[src/rtl/alu_wb_stage_pkg.sv]
// Shared opcode, condition-code, state and flag-index definitions for the ALU and write-back stage.
// The ALU and fetch stage use these constants as well, so keep encodings stable.
package simple_pkg;

  localparam logic [3:0] OP_ADD  = 4'b0000;
  localparam logic [3:0] OP_SUB  = 4'b0001;
  localparam logic [3:0] OP_AND  = 4'b0010;
  localparam logic [3:0] OP_OR   = 4'b0011;
  localparam logic [3:0] OP_XOR  = 4'b0100;
  localparam logic [3:0] OP_CMP  = 4'b0101;
  localparam logic [3:0] OP_MOV  = 4'b0110;
  localparam logic [3:0] OP_RSV7 = 4'b0111;
  localparam logic [3:0] OP_SLL  = 4'b1000;
  localparam logic [3:0] OP_SRL  = 4'b1001;
  localparam logic [3:0] OP_ROL  = 4'b1010;
  localparam logic [3:0] OP_SRA  = 4'b1011;
  localparam logic [3:0] OP_IN   = 4'b1100;
  localparam logic [3:0] OP_OUT  = 4'b1101;
  localparam logic [3:0] OP_RSVE = 4'b1110;
  localparam logic [3:0] OP_HALT = 4'b1111;

  localparam logic [2:0] CC_BE  = 3'b000;
  localparam logic [2:0] CC_BLT = 3'b001;
  localparam logic [2:0] CC_BLE = 3'b010;
  localparam logic [2:0] CC_BNE = 3'b011;

  localparam int FLAG_S = 3;
  localparam int FLAG_Z = 2;
  localparam int FLAG_C = 1;
  localparam int FLAG_V = 0;

  typedef enum logic [1:0] {
    RUN      = 2'd0,
    OUT_WAIT = 2'd1,
    HALTED   = 2'd2
  } state_e;

  // Ops whose ALU result is committed to the register file.
  function automatic logic is_wb_op(input logic [3:0] op);
    case (op)
      OP_ADD, OP_SUB, OP_AND, OP_OR, OP_XOR, OP_MOV,
      OP_SLL, OP_SRL, OP_ROL, OP_SRA: is_wb_op = 1'b1;
      default:                        is_wb_op = 1'b0;
    endcase
  endfunction

  function automatic logic updates_flags(input logic [3:0] op);
    updates_flags = is_wb_op(op) || (op == OP_CMP);
  endfunction

endpackage

[src/rtl/alu_wb_stage_if.sv]
// Bundle of the stage's upstream handshake, register-file port, branch query and OUT port.
// slave is the stage's view; master is the surrounding pipeline / environment.
interface alu_wb_if #(
  parameter int REG_AW = 3,
  parameter int DW     = 16
);
  logic              in_valid;
  logic              in_ready;
  logic [3:0]        op;
  logic [DW-1:0]     alu_out;
  logic [3:0]        alu_szcv;
  logic [REG_AW-1:0] rd;
  logic [DW-1:0]     opnd;
  logic [DW-1:0]     in_port;
  logic              rf_we;
  logic [REG_AW-1:0] rf_waddr;
  logic [DW-1:0]     rf_wdata;
  logic [3:0]        szcv_q;
  logic [2:0]        cond;
  logic              taken;
  logic              out_valid;
  logic              out_ready;
  logic [DW-1:0]     out_data;
  logic              halted;

  modport slave (
    input  in_valid, op, alu_out, alu_szcv, rd, opnd, in_port, cond, out_ready,
    output in_ready, rf_we, rf_waddr, rf_wdata, szcv_q, taken, out_valid, out_data, halted
  );

  modport master (
    output in_valid, op, alu_out, alu_szcv, rd, opnd, in_port, cond, out_ready,
    input  in_ready, rf_we, rf_waddr, rf_wdata, szcv_q, taken, out_valid, out_data, halted
  );
endinterface

[src/rtl/alu_wb_stage_flag_cond_eval.sv]
// Combinational branch-condition evaluator over an SZCV flag word; zero latency, no handshake.
module flag_cond_eval
  import simple_pkg::*;
(
  input  logic [3:0] szcv_i,
  input  logic [2:0] cond_i,
  output logic       taken_o
);
  logic s_xor_v;
  logic unused_carry;

  assign s_xor_v      = szcv_i[FLAG_S] ^ szcv_i[FLAG_V];
  assign unused_carry = szcv_i[FLAG_C];

  always_comb begin
    taken_o = 1'b0;
    case (cond_i)
      CC_BE:   taken_o = szcv_i[FLAG_Z];
      CC_BLT:  taken_o = s_xor_v;
      CC_BLE:  taken_o = szcv_i[FLAG_Z] | s_xor_v;
      CC_BNE:  taken_o = ~szcv_i[FLAG_Z];
      default: taken_o = 1'b0;
    endcase
  end
endmodule

[src/rtl/alu_wb_stage.sv]
// Execute/write-back stage: commits results, holds SZCV flags, drives OUT and owns HALT.
// Writes and flags land 1 cycle after accept; in_ready is low while an OUT is pending or halted.
module alu_wb_stage
  import simple_pkg::*;
#(
  parameter int REG_AW = 3,
  parameter int DW     = 16
) (
  input  logic    clk,
  input  logic    rst_n,
  alu_wb_if.slave bus
);
  state_e            state_q, state_d;
  logic              rf_we_q, rf_we_d;
  logic [REG_AW-1:0] rf_waddr_q, rf_waddr_d;
  logic [DW-1:0]     rf_wdata_q, rf_wdata_d;
  logic [3:0]        flags_q, flags_d;
  logic [DW-1:0]     out_data_q, out_data_d;
  logic              accept;
  logic              taken;

  assign accept = bus.in_valid && (state_q == RUN);

  always_comb begin
    state_d    = state_q;
    rf_we_d    = 1'b0;
    rf_waddr_d = rf_waddr_q;
    rf_wdata_d = rf_wdata_q;
    flags_d    = flags_q;
    out_data_d = out_data_q;

    case (state_q)
      RUN: begin
        if (accept) begin
          if (is_wb_op(bus.op)) begin
            rf_we_d    = 1'b1;
            rf_waddr_d = bus.rd;
            rf_wdata_d = bus.alu_out;
          end
          if (updates_flags(bus.op)) begin
            flags_d = bus.alu_szcv;
          end
          case (bus.op)
            OP_IN: begin
              rf_we_d    = 1'b1;
              rf_waddr_d = bus.rd;
              rf_wdata_d = bus.in_port;
            end
            OP_OUT: begin
              out_data_d = bus.opnd;
              state_d    = OUT_WAIT;
            end
            OP_HALT: state_d = HALTED;
            default: ;
          endcase
        end
      end
      // out_data stays registered so it is stable for the whole wait.
      OUT_WAIT: begin
        if (bus.out_ready) begin
          state_d = RUN;
        end
      end
      HALTED:  state_d = HALTED;
      default: state_d = RUN;
    endcase
  end

  always_ff @(posedge clk or negedge rst_n) begin
    if (!rst_n) begin
      state_q    <= RUN;
      rf_we_q    <= 1'b0;
      rf_waddr_q <= '0;
      rf_wdata_q <= '0;
      flags_q    <= 4'b0000;
      out_data_q <= '0;
    end else begin
      state_q    <= state_d;
      rf_we_q    <= rf_we_d;
      rf_waddr_q <= rf_waddr_d;
      rf_wdata_q <= rf_wdata_d;
      flags_q    <= flags_d;
      out_data_q <= out_data_d;
    end
  end

  flag_cond_eval u_cond (
    .szcv_i  (flags_q),
    .cond_i  (bus.cond),
    .taken_o (taken)
  );

  assign bus.in_ready  = (state_q == RUN);
  assign bus.out_valid = (state_q == OUT_WAIT);
  assign bus.halted    = (state_q == HALTED);
  assign bus.rf_we     = rf_we_q;
  assign bus.rf_waddr  = rf_waddr_q;
  assign bus.rf_wdata  = rf_wdata_q;
  assign bus.szcv_q    = flags_q;
  assign bus.out_data  = out_data_q;
  assign bus.taken     = taken;
endmodule

[src/flat_wrapper.sv]
// flat-port wrapper written by rule: the top's interface ports become plain ports
module alu_wb_stage_flat import simple_pkg::*;
#(
  parameter int REG_AW = 3,
  parameter int DW     = 16
)
  (clk, rst_n, bus_in_valid, bus_op, bus_alu_out, bus_alu_szcv, bus_rd, bus_opnd, bus_in_port, bus_cond, bus_out_ready, bus_in_ready, bus_rf_we, bus_rf_waddr, bus_rf_wdata, bus_szcv_q, bus_taken, bus_out_valid, bus_out_data, bus_halted);
  alu_wb_if #(.REG_AW(REG_AW), .DW(DW)) bus_i ();
  input  logic clk;
  input  logic rst_n;
  input wire logic [$bits(bus_i.in_valid)-1:0] bus_in_valid;
  input wire logic [$bits(bus_i.op)-1:0] bus_op;
  input wire logic [$bits(bus_i.alu_out)-1:0] bus_alu_out;
  input wire logic [$bits(bus_i.alu_szcv)-1:0] bus_alu_szcv;
  input wire logic [$bits(bus_i.rd)-1:0] bus_rd;
  input wire logic [$bits(bus_i.opnd)-1:0] bus_opnd;
  input wire logic [$bits(bus_i.in_port)-1:0] bus_in_port;
  input wire logic [$bits(bus_i.cond)-1:0] bus_cond;
  input wire logic [$bits(bus_i.out_ready)-1:0] bus_out_ready;
  output wire logic [$bits(bus_i.in_ready)-1:0] bus_in_ready;
  output wire logic [$bits(bus_i.rf_we)-1:0] bus_rf_we;
  output wire logic [$bits(bus_i.rf_waddr)-1:0] bus_rf_waddr;
  output wire logic [$bits(bus_i.rf_wdata)-1:0] bus_rf_wdata;
  output wire logic [$bits(bus_i.szcv_q)-1:0] bus_szcv_q;
  output wire logic [$bits(bus_i.taken)-1:0] bus_taken;
  output wire logic [$bits(bus_i.out_valid)-1:0] bus_out_valid;
  output wire logic [$bits(bus_i.out_data)-1:0] bus_out_data;
  output wire logic [$bits(bus_i.halted)-1:0] bus_halted;
  assign bus_i.in_valid = bus_in_valid;
  assign bus_i.op = bus_op;
  assign bus_i.alu_out = bus_alu_out;
  assign bus_i.alu_szcv = bus_alu_szcv;
  assign bus_i.rd = bus_rd;
  assign bus_i.opnd = bus_opnd;
  assign bus_i.in_port = bus_in_port;
  assign bus_i.cond = bus_cond;
  assign bus_i.out_ready = bus_out_ready;
  assign bus_in_ready = bus_i.in_ready;
  assign bus_rf_we = bus_i.rf_we;
  assign bus_rf_waddr = bus_i.rf_waddr;
  assign bus_rf_wdata = bus_i.rf_wdata;
  assign bus_szcv_q = bus_i.szcv_q;
  assign bus_taken = bus_i.taken;
  assign bus_out_valid = bus_i.out_valid;
  assign bus_out_data = bus_i.out_data;
  assign bus_halted = bus_i.halted;
  alu_wb_stage #(.REG_AW(REG_AW), .DW(DW)) u_core (.clk(clk), .rst_n(rst_n), .bus(bus_i));
endmodule
[config.mk]
export PLATFORM = sky130hd
export DESIGN_NAME = alu_wb_stage_flat
export DESIGN_NICKNAME = d
export VERILOG_FILES = /design/src/rtl/alu_wb_stage_pkg.sv /design/src/rtl/alu_wb_stage_if.sv /design/src/rtl/alu_wb_stage_flag_cond_eval.sv /design/src/rtl/alu_wb_stage.sv /design/src/flat_wrapper.sv
export SDC_FILE = /design/constraint.sdc
export NUM_CORES = 1
export LEC_CHECK = 0
export CAP_MARGIN = 20
export CELL_PAD_IN_SITES_DETAIL_PLACEMENT = 0
export CELL_PAD_IN_SITES_GLOBAL_PLACEMENT = 2
export CORE_ASPECT_RATIO = 2
export CORE_MARGIN = 3
export CORE_UTILIZATION = 26
export CTS_BUF_LIST = sky130_fd_sc_hd__clkbuf_2
export CTS_CLUSTER_DIAMETER = 60
export DETAILED_ROUTE_END_ITERATION = 8
export PLACE_DENSITY = 0.9
export SYNTH_ARGS = -nofsm -noshare
export SYNTH_HDL_FRONTEND = slang
export SYNTH_SLANG_ARGS = --single-unit
[constraint.sdc]
create_clock -name clk -period 2.55 [get_ports clk]
set_input_delay 0.6375 -clock clk [delete_from_list [all_inputs] [get_ports clk]]
set_output_delay 0.6375 -clock clk [all_outputs]
set_load 0.005 [all_outputs]
==> impl_metrics.toml, run 1 <==
[yosys]
syn_inst = 124
ys_seq_area_share_pct = 55.9
yosysUniqueCellTypes = 22
yosys_warnings = 0
syn_nets = 190
ys_ff_latch = 42
ys.flop_type = "dfrtp_1"
syn_area_mm2 = 0.00188
ys_async_sr_fraction_pct = 100
syn_avg_cell_area_um2 = 15.2
synth_edf_count = 0

[placed_design]
place_congestion = 0.714
place_inst = 323
port_buffers = 109
dpl_cell_area_mm2 = 0.00311
dp_hpwl_mm = 3.71

[critical_path]
crit_fanout = 2
cp.required_ns = 1.91
cp.arrival_ns = 1.70
critPathMaxStageDelay_ns = 0.47
start_kind = "input port"
r2r_cells = 4
end_kind = "primary output"
cp_slowest_cell = "clkdlybuf4s50_1"
crit_type = "input port to primary output"
cp_cell_sequence = "clkdlybuf4s50_1 -> nor2b_1 -> o21ai_0 -> a31oi_1 -> dlygate4sd2_1"

[drt]
post_drt_wl_per_cell_um = 14.0
route.final.wire_length_mm = 4.64
vias = 1431
drt_iter0_markers = 4
drt-vias-per-instance = 4.32
drcViolationCount = 0
drt-pass1-iter-count = 2
final_antenna_net_count = 0

[cells_and_area]
final_common_cell = "clkdlybuf4s50_1"
num_antenna_cells = 0
instances_no_fill = 331
stdcell_area_mm2 = 0.00317
syn_to_final_growth_pct = 68.8
fin_nets = 306
drive_gt1_share_pct = 29.5
final_cell_mix = "clkdlybuf4s50_1, mux2_2, dfrtp_1"

[sta]
hold_viol = 0
setup_viol = 0
skew_ns = 0.0219
fmax_mhz = 427
rsz0062_at_grt = "no"
post-route-period-util_pct = 91.9
worst_pin_slew_ns = 0.538
slew_viol_final = 0
finalCriticalPeriod_ns = 2.34
slew_headroom_pct = 64.1

[global_routing]
gr-usage-met1_pct = 10.3
grt_pass1_wl_mm = 7.13
grt_usage_pct = 11.4
grt_pass1_vias = 1508
use_met3_pct = 3.84
antenna_found_initial = 0
grt_max_degree = 43
top_usage_layer = "met2"
use_met2_pct = 21.6
grt-ovfl-total = 0

[cts]
cts_tree = "built"
htree_levels = 2
root_buffer = "clkbuf_2"
clock_latency_ns = 0.39
clockBufferDepth = 2
cts.reportedPaths.clkPinSlew_ns = 0.21
cts_buffers = 5
hold_buffers = 0
cts_sinks = 42

[floorplan]
coreArea_mm2 = 0.00699
die_w_um = 66.1
die_area_mm2 = 0.00835
start_util_pct = 26.9
ioPinCount = 110
core.rowCount = 43
die_y_um = 126

[worst_hold_path]
holdCritPathClass = "input port to async pin"

[pwr]
power.total_mw = 2.62
p_leak_nw = 1.31
max-vdd-ir-drop_mv = 0.428
power.density_mw_per_mm2 = 826

[job]
drv_cap = 0

[run_status]
outcome = "finished, final reports clean"
[state kept, by name, summed over array words and instances, names as in the netlist]
signal,flops
u_core.bus.rf_wdata,16
u_core.bus.out_data,16
u_core.bus.rf_we,1
u_core.bus.szcv_q,4
u_core.bus.rf_waddr,3
u_core.state_q,2
[stage by stage]
stage	utilization [%]	hold slack [ns]	TNS (ns)	setup slack (ns)
6_report	45.4	0.269	0	0.208
2_1_floorplan	-	0.342	0	0.641
4_1_cts	45.4	0.230	0	0.197
3_3_place_gp	44.5	0.473	-0.0672	-0.0672
3_5_place_dp	44.5	0.478	-0.0817	-0.0817
5_1_grt	45.4	0.238	0	0.165
[final cells by class]
class                   count  area (um2)
multi-input cells          75         773
inverters                   1        3.75
flip-flops and latches     42        1050
repair buffers            115        1170
clock inverters             1        30.0
well taps                  90         113
fillers                   658        3820
clock buffers               7        35.0
[final timing paths]
kind,end,start,slack [ns]
max in group asynchronous,u_core.bus.rf_wdata[4],rst_n,1.89
max,bus_taken,bus_cond[1],0.21
min in group clk,u_core.state_q[1],u_core.state_q[0],0.51
min reg2reg,u_core.state_q[1],u_core.state_q[0],0.51
max reg2reg,u_core.bus.rf_wdata[4],u_core.state_q[1],0.85
min,u_core.bus.szcv_q[2],rst_n,0.27
[logic make-up after synthesis]
kind of cell,after synthesis,synth area share (%)
xor+xnor,1,0.466
compound gates,8,2.80
simple gates,11,4.46
buf+inv,7,3.39
flops,42,55.9
mux,55,33.0
[routing by layer]
| layer | up-vias | wire (um) |
|---|---|---|
| li1 | 675 | - |
| met1 | 690 | 1420 |
| met4 | 0 | 98 |
| met3 | 6 | 383 |
| met5 | - | 0 |
| met2 | 60 | 2730 |
[worst max-delay path, delay by kind of cell]
kind / cells / cell delay (ns)
simple gates: 1 / 0.11
compound gates: 2 / 0.24
buf+inv: 2 / 0.72
[cells in the mapped netlist (2+ instances only)]
library cell  number  area, um2
mux2_2            54        608
buf_4              3       22.5
nor2_1             2       7.51
a21oi_1            2       10.0
a21o_1             3       22.5
nor2b_1            2       12.5
buf_6              2       22.5
dfrtp_1           42       1050
[repair_timing]
action                                  4_1_cts  5_1_grt
endpoints found under the setup margin        1        0
gates resized for setup                       1        0
buffers inserted                              0        0
[power breakdown]
group          switching, mW  internal (mW)  total [mW]
clock                  0.207          0.175       0.382
combinational          0.315          0.834        1.15
sequential             0.147          0.943        1.09
total                  0.669           1.95        2.62
Note: power is estimated with default switching activity, not from simulation.
==> run 2: changes to the inputs <==
--- a/config.mk
+++ b/config.mk
@@ -8,7 +8,7 @@
 export CAP_MARGIN = 20
 export CELL_PAD_IN_SITES_DETAIL_PLACEMENT = 0
 export CELL_PAD_IN_SITES_GLOBAL_PLACEMENT = 2
-export CORE_ASPECT_RATIO = 2
+export CORE_ASPECT_RATIO = 1.25
 export CORE_MARGIN = 3
 export CORE_UTILIZATION = 26
 export CTS_BUF_LIST = sky130_fd_sc_hd__clkbuf_2
==> run 2 against run 1 <==
Net effect:
- core utilization is 0.060 points higher
- sequential share of layout area hardly changed
- sequential power hardly changed
- critical endpoint unchanged
- highest routed layer unchanged
- largest cell class unchanged
==> impl_metrics.toml, run 2 (synthesized netlist as in run 1, its figures left out) <==
[cts]
clock_latency_ns = 0.39
cts_tree = "built"
cts_sinks = 42
htree_levels = 2
clockBufferDepth = 2
cts_buffers = 5
root_buffer = "clkbuf_2"
cts.reportedPaths.clkPinSlew_ns = 0.22

[placed_design]
dpl_cell_area_mm2 = 0.00313
dp_hpwl_mm = 3.43
port_buffers = 109
place_congestion = 0.653
place_inst = 324

[global_routing]
antenna_found_initial = 0
grt_pass1_wl_mm = 6.95
grt_max_degree = 43
grt_pass1_vias = 1517
grt_usage_pct = 10.8
grt-ovfl-total = 0

[pwr]
p_int_mw = 1.84
power_frac_seq_pct = 43.3
power.density_mw_per_mm2 = 792
p_switching_uw = 669
max-vdd-ir-drop_mv = 0.325
p_clk_share_pct = 11.0
p_sw_share_pct = 26.6
power.total_mw = 2.51
power_frac_comb_pct = 45.7
p_leak_nw = 1.30

[critical_path]
end_kind = "primary output"
crit_fanout = 2
r2r_start = "u_core.state_q[1]"
crit_type = "input port to primary output"
cp.required_ns = 1.91
cp.arrival_ns = 1.71
cp_slowest_cell = "clkdlybuf4s50_1"
cp_cell_sequence = "clkdlybuf4s50_1 -> nor2b_1 -> o21ai_0 -> a31oi_1 -> dlygate4sd2_1"
start_kind = "input port"
rrSetupSlack_ns = 0.88
r2r_end = "u_core.bus.rf_wdata[4]"
r2r_cells = 4
critPathMaxStageDelay_ns = 0.46
cpLargestDelayFamily = "buffers and inverters"
crit_buf_inv = 2

[drt]
route.final.wire_length_mm = 4.36
post_drt_wl_per_cell_um = 13.1
vias = 1447
drt-vias-per-instance = 4.36
drt_iter0_markers = 23
drcViolationCount = 0
drt-pass1-iter-count = 4
final_antenna_net_count = 0

[cells_and_area]
syn_to_final_growth_pct = 68.6
drive_gt1_share_pct = 29.3
final_common_cell = "clkdlybuf4s50_1"
utilization_pct = 45.4
num_antenna_cells = 0
fin_nets = 307
fillers = 683
final_cell_mix = "clkdlybuf4s50_1, mux2_2, dfrtp_1"
instances_no_fill = 332
stdcell_area_mm2 = 0.00317

[sta]
tns_ns = 0
worst_pin_slew_ns = 0.268
skew_ns = 0.0154
setup_viol = 0
slew_viol_final = 0
post-route-period-util_pct = 92.2
hold_viol = 0
slew_headroom_pct = 82.1
rsz0062_at_grt = "no"
finalCriticalPeriod_ns = 2.35
fmax_mhz = 425

[floorplan]
start_util_pct = 26.9
die_area_mm2 = 0.00829
die_y_um = 101
ioPinCount = 110
coreArea_mm2 = 0.00698
die_w_um = 82.0
core.rowCount = 34

[worst_hold_path]
holdCritPathClass = "input port to async pin"

[run_status]
outcome = "finished, final reports clean"

[job]
drv_cap = 0
## run 2: changes by cell type in the layout (fill, tap and decap cells not counted), sizes merged
cell	before	now
clkbuf	7	5
bufinv	1	0
clkinv	0	2
clkinvlp	0	1
buf	7	8
## run 2: layout make-up
type | instances | area [um2] | area share [%]
multi-input cells | 75 | 773 | 24.4
inverters | 1 | 3.75 | 0.118
well taps | 90 | 113 | 3.55
flip-flops and latches | 42 | 1050 | 33.2
clock inverters | 3 | 16.3 | 0.513
clock buffers | 5 | 25.0 | 0.790
repair buffers | 116 | 1190 | 37.5
## run 2: per-layer routing
layer | part of all wire [%] | GRT usage (%) | vias up | wire length, um
li1 | - | - | 675 | -
met1 | 36 | 10.8 | 697 | 1560
met2 | 50 | 19.3 | 69 | 2200
met3 | 13 | 5.37 | 6 | 567
met4 | 0.83 | 3.07 | 0 | 36
met5 | 0 | 0 | - | 0
## run 2: what timing repair did
item / 4_1_cts / 5_1_grt
resized for setup: 1 / 0
endpoints found under the hold margin: 0 / 0
hold buffers: 0 / 0
endpoints found under the setup margin: 1 / 0
setup buffers: 0 / 0
## run 2: power by group through the flow
stage,Clock (mW),Sequential [mW],Combinational (mW)
6_report,0.277,1.09,1.15
5_1_grt,0.324,1.13,1.24
4_1_cts,0.303,1.09,1.18
3_5_place_dp,0,1.11,1.17
3_3_place_gp,0,1.10,1.16
2_1_floorplan,0,1.13,0.351
## run 2: stage by stage
stage / hold WS (ns) / setup WS (ns)
after global routing: 0.127 / 0.164
after global placement: 0.468 / -0.0574
after detailed placement: 0.488 / -0.0818
final: 0.164 / 0.198
after floorplan: 0.342 / 0.641
after CTS: 0.137 / 0.198
## run 2: worst max path at each step
stage / startpoint / end / slack [ns] / cells after the start
after CTS: bus_cond[1] / bus_taken / 0.20 / 5
after global routing: bus_cond[1] / bus_taken / 0.16 / 5
after detailed placement: bus_cond[1] / bus_taken / -0.08 / 5
after floorplan: bus_op[0] / u_core.bus.rf_wdata[6] / 0.64 / 5
final: bus_cond[1] / bus_taken / 0.20 / 5
after global placement: bus_cond[1] / bus_taken / -0.06 / 5
